===== src/rtl/clock_pkg.sv =====
// Shared constants for the clock mode sequencer.
//   ST_*    : FSM state encodings, also driven out on the debug 'state' port
//   BTN_*   : bit positions of the front-panel buttons in the packed button vectors
//   NUM_BTN : number of debounced buttons
package clock_pkg;

    localparam logic [1:0] ST_RUN       = 2'd0;
    localparam logic [1:0] ST_SET_TIME  = 2'd1;
    localparam logic [1:0] ST_SET_ALARM = 2'd2;
    localparam logic [1:0] ST_COMMIT    = 2'd3;

    localparam int NUM_BTN   = 6;
    localparam int BTN_MODE  = 0;
    localparam int BTN_OK    = 1;
    localparam int BTN_LEFT  = 2;
    localparam int BTN_RIGHT = 3;
    localparam int BTN_UP    = 4;
    localparam int BTN_DOWN  = 5;

    // True for the two edit states, where navigation and the idle timer are live.
    function automatic logic is_set_state(input logic [1:0] st);
        return (st == ST_SET_TIME) || (st == ST_SET_ALARM);
    endfunction

endpackage


===== src/rtl/btn_debounce.sv =====
// Debouncer for one raw, asynchronous push button.
//   clk, reset : system clock, async active-high reset
//   btn        : raw button level
//   press      : 1-cycle pulse on each accepted rising edge of the debounced level
// A new level is accepted only after it has been seen on the synchroniser output
// for DEB_CYCLES consecutive cycles; any disagreement restarts the count.
module btn_debounce #(
    parameter int DEB_CYCLES = 1_000_000
) (
    input  logic clk,
    input  logic reset,
    input  logic btn,
    output logic press
);
    localparam int CW = (DEB_CYCLES > 1) ? $clog2(DEB_CYCLES) : 1;
    localparam logic [CW-1:0] CNT_MAX = CW'(DEB_CYCLES - 1);

    logic          sync1, sync2;
    logic          level, level_d;
    logic [CW-1:0] cnt;

    always_ff @(posedge clk or posedge reset) begin
        if (reset) begin
            sync1   <= 1'b0;
            sync2   <= 1'b0;
            level   <= 1'b0;
            level_d <= 1'b0;
            press   <= 1'b0;
            cnt     <= '0;
        end else begin
            sync1   <= btn;
            sync2   <= sync1;
            level_d <= level;
            // Registered edge detect: adds the final cycle of press latency.
            press   <= level & ~level_d;
            if (sync2 != level) begin
                if (cnt == CNT_MAX) begin
                    level <= ~level;
                    cnt   <= '0;
                end else begin
                    cnt <= cnt + CW'(1);
                end
            end else begin
                cnt <= '0;
            end
        end
    end

endmodule


===== src/rtl/clock_mode_ctrl.sv =====
// Mode sequencer for the digital clock: debounces the six front-panel buttons and
// runs the RUN / SET_TIME / SET_ALARM / COMMIT state machine.
//   clk, reset             : 100 MHz clock, async active-high reset
//   btn_*                  : raw buttons (mode, ok, left, right, up, down)
//   set_mod_time/alarm     : edit-mode levels to the time / alarm setting datapaths
//   left_p..down_p         : 1-cycle navigation pulses, only while editing
//   load_time / load_alarm : 1-cycle commit strobes, issued in COMMIT
//   state                  : current FSM state for debug/display
module clock_mode_ctrl
    import clock_pkg::*;
#(
    parameter int          DEB_CYCLES   = 1_000_000,
    parameter logic [31:0] IDLE_TIMEOUT = 32'd3_000_000_000
) (
    input  logic       clk,
    input  logic       reset,
    input  logic       btn_mode,
    input  logic       btn_ok,
    input  logic       btn_left,
    input  logic       btn_right,
    input  logic       btn_up,
    input  logic       btn_down,
    output logic       set_mod_time,
    output logic       set_mod_alarm,
    output logic       left_p,
    output logic       right_p,
    output logic       up_p,
    output logic       down_p,
    output logic       load_time,
    output logic       load_alarm,
    output logic [1:0] state
);
    logic [NUM_BTN-1:0] btn_raw;
    logic [NUM_BTN-1:0] press;
    logic [1:0]         state_n;
    logic [31:0]        idle_cnt, idle_cnt_n;
    logic               in_set, timeout;

    always_comb begin
        btn_raw            = '0;
        btn_raw[BTN_MODE]  = btn_mode;
        btn_raw[BTN_OK]    = btn_ok;
        btn_raw[BTN_LEFT]  = btn_left;
        btn_raw[BTN_RIGHT] = btn_right;
        btn_raw[BTN_UP]    = btn_up;
        btn_raw[BTN_DOWN]  = btn_down;
    end

    for (genvar i = 0; i < NUM_BTN; i++) begin : g_btn
        btn_debounce #(.DEB_CYCLES(DEB_CYCLES)) u_deb (
            .clk   (clk),
            .reset (reset),
            .btn   (btn_raw[i]),
            .press (press[i])
        );
    end

    assign in_set  = is_set_state(state);
    // Any press in the same cycle (even a dropped one) counts as activity.
    assign timeout = in_set && (press == '0) && (idle_cnt == IDLE_TIMEOUT - 32'd1);

    // ok is tested before mode so a simultaneous ok+mode commits.
    always_comb begin
        state_n = state;
        case (state)
            ST_RUN: begin
                if (press[BTN_MODE]) state_n = ST_SET_TIME;
            end
            ST_SET_TIME: begin
                if (press[BTN_OK])        state_n = ST_COMMIT;
                else if (press[BTN_MODE]) state_n = ST_SET_ALARM;
                else if (timeout)         state_n = ST_RUN;
            end
            ST_SET_ALARM: begin
                if (press[BTN_OK])        state_n = ST_COMMIT;
                else if (press[BTN_MODE]) state_n = ST_RUN;
                else if (timeout)         state_n = ST_RUN;
            end
            default: state_n = ST_RUN;
        endcase
    end

    // Idle counter only runs inside an edit state; entering one (or any press) restarts it.
    always_comb begin
        idle_cnt_n = idle_cnt + 32'd1;
        if (!is_set_state(state_n) || (state_n != state) || (press != '0))
            idle_cnt_n = '0;
    end

    // Outputs are registered from the next state so they line up with 'state'.
    // In COMMIT the source state picks which set_mod level stays up with its strobe.
    always_ff @(posedge clk or posedge reset) begin
        if (reset) begin
            state         <= ST_RUN;
            idle_cnt      <= '0;
            set_mod_time  <= 1'b0;
            set_mod_alarm <= 1'b0;
            load_time     <= 1'b0;
            load_alarm    <= 1'b0;
            left_p        <= 1'b0;
            right_p       <= 1'b0;
            up_p          <= 1'b0;
            down_p        <= 1'b0;
        end else begin
            state         <= state_n;
            idle_cnt      <= idle_cnt_n;
            set_mod_time  <= (state_n == ST_SET_TIME) ||
                             ((state_n == ST_COMMIT) && (state == ST_SET_TIME));
            set_mod_alarm <= (state_n == ST_SET_ALARM) ||
                             ((state_n == ST_COMMIT) && (state == ST_SET_ALARM));
            load_time     <= (state_n == ST_COMMIT) && (state == ST_SET_TIME);
            load_alarm    <= (state_n == ST_COMMIT) && (state == ST_SET_ALARM);
            // Opposing directions in the same cycle cancel each other.
            left_p        <= in_set && press[BTN_LEFT]  && !press[BTN_RIGHT];
            right_p       <= in_set && press[BTN_RIGHT] && !press[BTN_LEFT];
            up_p          <= in_set && press[BTN_UP]    && !press[BTN_DOWN];
            down_p        <= in_set && press[BTN_DOWN]  && !press[BTN_UP];
        end
    end

endmodule


===== config.mk =====
export PLATFORM = sky130hd
export DESIGN_NAME = clock_mode_ctrl
export DESIGN_NICKNAME = d
export VERILOG_FILES = /design/src/rtl/clock_pkg.sv /design/src/rtl/btn_debounce.sv /design/src/rtl/clock_mode_ctrl.sv
export SDC_FILE = /design/constraint.sdc
export NUM_CORES = 1
export LEC_CHECK = 0
export CAP_MARGIN = 0
export CORE_ASPECT_RATIO = 0.5
export CORE_UTILIZATION = 38
export DETAILED_ROUTE_END_ITERATION = 12
export HOLD_SLACK_MARGIN = 0.06
export SYNTH_ARGS = -nofsm -noshare
export SYNTH_HDL_FRONTEND = slang
export SYNTH_SLANG_ARGS = --single-unit

===== constraint.sdc =====
create_clock -name clk -period 20.7 [get_ports clk]
set_input_delay 4.14 -clock clk [delete_from_list [all_inputs] [get_ports clk]]
set_output_delay 4.14 -clock clk [all_outputs]
set_load 0.005 [all_outputs]

==> results.toml <==
[outcome]
status = "finished, final reports clean"

[min_path]
min_to = "g_btn[4].u_deb.sync2"
holdCritStartpoint = "g_btn[4].u_deb.sync1"
whs_path_depth = 0
min_path_type = "flip-flop to flip-flop"

[grt]
grt.total_usage = 0.141
grt-ovfl-total = 0
antenna_found_initial = 0
grt_start_max_net_pins = 125
grt_pass1_vias = 5890
grt_pass1_wl_mm = 27.6

[timing]
hold_slack_ns = 0.350
setup-violations-final = 0
relSlewSlack = 0.431
skew_ns = 0.0129
tightest_slew_ns = 0.854
tns_ns = 0
drv_slew = 0
timing.final.crit_period_ns = 5.66
hold_viol_final = 0
timing.final.crit_share = 0.273
rsz0062_at_grt = "no"
fmax_mhz = 177

[setup_path]
rr_worst_depth = 10
cp_max_fo = 124
worst_r2r_endpoint = "idle_cnt[31]"
critPathSlowestCell = "buf_4"
end_kind = "async pin"
path_delay_family = "buffers and inverters"
reg2reg_from = "idle_cnt[0]"
cp-start-kind = "primary input"
crit_arrival_ns = 6.12
cpPeakStageDelay_ns = 0.81
cp_cell_sequence = "clkdlybuf4s50_1 > inv_8 > buf_4"
crit_type = "primary input to async pin"
r2r_slack_ns = 17.41
worstPathBufferInverterCount = 3
crit_required_ns = 21.16

[floorplan]
die_w_um = 219
die_h_um = 111
ioPinCount = 18
fp.dieArea_um2 = 24200
core_area_um2 = 23000
start_util = 0.390
row_count = 39

[logic_synthesis]
synth_seq_area_share = 0.537
synthTopCellsByArea = "dfrtp_1 (54%), nor2_1 (7.8%), xnor2_1 (7.0%)"
yosysTopAreaCell = "dfrtp_1"
synth_top_area_share = 0.537
synth-main-ff-cell = "dfrtp_1"
synth_cell_types = 46
yosysWarnings = 0
syn_nets = 897
ys_ff_latch = 192
avgSynthCellArea_um2 = 10.2
synthesis.area_um2 = 8950
synth_cells = 875
async_flop_share = 1.00
synth-edff-count = 0

[power_and_ir_drop]
clkPwrFrac = 0.435
p_switching_mw = 0.160
p_comb_frac = 0.025
power_leakage_nw = 4.11
seqPwrFrac = 0.540
intPower_mw = 0.549
powerDensity_nw_per_um2 = 71.3
p_sw_frac = 0.226
peakVddDrop_v = 0.0000363

[routing]
ant_nets = 0
wl_per_cell_um = 12.7
wl_mm = 15.4
vias = 5891
drtPass1Iterations = 4
drt_iter0_drc = 248
routed_via_density = 4.85
drc_errors = 0

[finish]
nets = 916
final_area_um2 = 9950
post-route-util = 0.433
drive_above_1_share = 0.0662
most-common-layout-cells = "dfrtp_1 (192), nor2_1 (185), xnor2_1 (72), xor2_1 (70), nand2_1 (60)"
num_antenna_cells = 0
syn2layout_area_growth_pct = 11.2
final_common_cell = "dfrtp_1"

[clocking]
cts_tree = "done"
cts_sinks = 192
cts_buffer_depth = 2
numCtsBuffers = 17
postCtsSetupBuffers = 0
path_clk_slew_ns = 0.07
h-tree-depth = 4
ctsResizeCount = 0
hold_buffers = 0
clk_latency_ns = 0.44
root_buffer = "clkbuf_16"

[flow_run]
cap_violations = 0

[place]
place.gp.congestion = 0.765
hpwl_mm = 10.1
placed_area_um2 = 9410
placement.io_buffers = 17
[kinds of logic (layout without fill, tap and decap cells)]
| kind of cell | Yosys count | after routing | synth area share |
|---|---|---|---|
| buffers and inverters | 38 | 70 | 0.0214 |
| AOI/OAI and AO/OA | 15 | 15 | 0.0115 |
| xor gates and xnor gates | 142 | 142 | 0.139 |
| adders and majority gates | 14 | 14 | 0.0196 |
| muxes | 7 | 7 | 0.00880 |
| DFF | 192 | 192 | 0.537 |
| and+or+nand+nor | 467 | 467 | 0.263 |
[worst reg2reg max path, cell delays in order, from the launching register on]
cell and delay, ns:
dfrtp_1 0.38, ha_1 0.22, nand3_1 0.21, or3_4 0.43
nor4_4 0.34, o211ai_1 0.16, nor2b_1 0.18, ha_1 0.28
a2111o_1 0.36, a211o_4 0.47, a21oi_1 0.17
[worst max-delay path by stage]
stage,startpoint,slack (ns),endpoint,cells after the start
floorplan,reset,11.33,down_p,1
global placement,reset,14.46,g_btn[0].u_deb.cnt[12],3
detailed placement,reset,14.42,g_btn[0].u_deb.cnt[12],3
CTS,reset,14.90,idle_cnt[21],3
global route,reset,14.70,g_btn[3].u_deb.cnt[3],3
finish,reset,15.04,g_btn[0].u_deb.cnt[12],3
[final cells by class]
| class | count | area (um^2) |
|---|---|---|
| Clock buffer | 19 | 433 |
| Clock inverter | 13 | 114 |
| Fill cell | 2159 | 13000 |
| Inverter | 20 | 82.6 |
| Multi-Input combinational cell | 645 | 3960 |
| Sequential cell | 192 | 4800 |
| Tap cell | 307 | 384 |
| Timing Repair Buffer | 18 | 178 |
[per-layer routing]
layer / vias up / part of all wire / GRT usage
met1: 2843 / 0.49 / 0.182
met4: 0 / 0.014 / 0.0523
met3: 18 / 0.025 / 0.0364
li1: 2978 / - / -
met2: 52 / 0.47 / 0.227
met5: - / 0 / 0
[Yosys cell counts, drive strengths merged, types with 15 or more instances]
| cell | count |
|---|---|
| dfrtp | 192 |
| nor2 | 187 |
| xnor2 | 72 |
| xor2 | 70 |
| nand2 | 62 |
| nand3 | 58 |
| nand4 | 34 |
| nor3 | 24 |
| nor4 | 24 |
| inv | 20 |
| and3 | 17 |
| buf | 15 |
[registers in the layout, indices dropped and copies added (netlist names)]
name                 cells
load_alarm               1
g_btn.u_deb.level_d      6
idle_cnt                32
set_mod_time             1
up_p                     1
right_p                  1
g_btn.u_deb.sync1        6
load_time                1
g_btn.u_deb.cnt        120
g_btn.u_deb.level        6
g_btn.u_deb.sync2        6
down_p                   1
set_mod_alarm            1
state                    2
left_p                   1
g_btn.u_deb.press        6
[per-stage QoR]
| stage | total power [mW] | instances | setup WS (ns) |
|---|---|---|---|
| after floorplan | 0.403 | 875 | 11.33 |
| after global placement | 0.409 | 1182 | 14.46 |
| after detailed placement | 0.409 | 1182 | 14.42 |
| after CTS | 0.723 | 1214 | 14.90 |
| after global routing | 0.741 | 1214 | 14.70 |
| final | 0.710 | 1214 | 15.04 |
[power groups by stage]
stage,Sequential [mW],Clock [mW],Combinational (mW)
6_report,0.383,0.309,0.0179
5_1_grt,0.383,0.336,0.0214
4_1_cts,0.383,0.321,0.0189
2_1_floorplan,0.389,0,0.0142
3_3_place_gp,0.390,0,0.0185
3_5_place_dp,0.390,0,0.0189
Note: power is estimated with default switching activity, not from simulation.
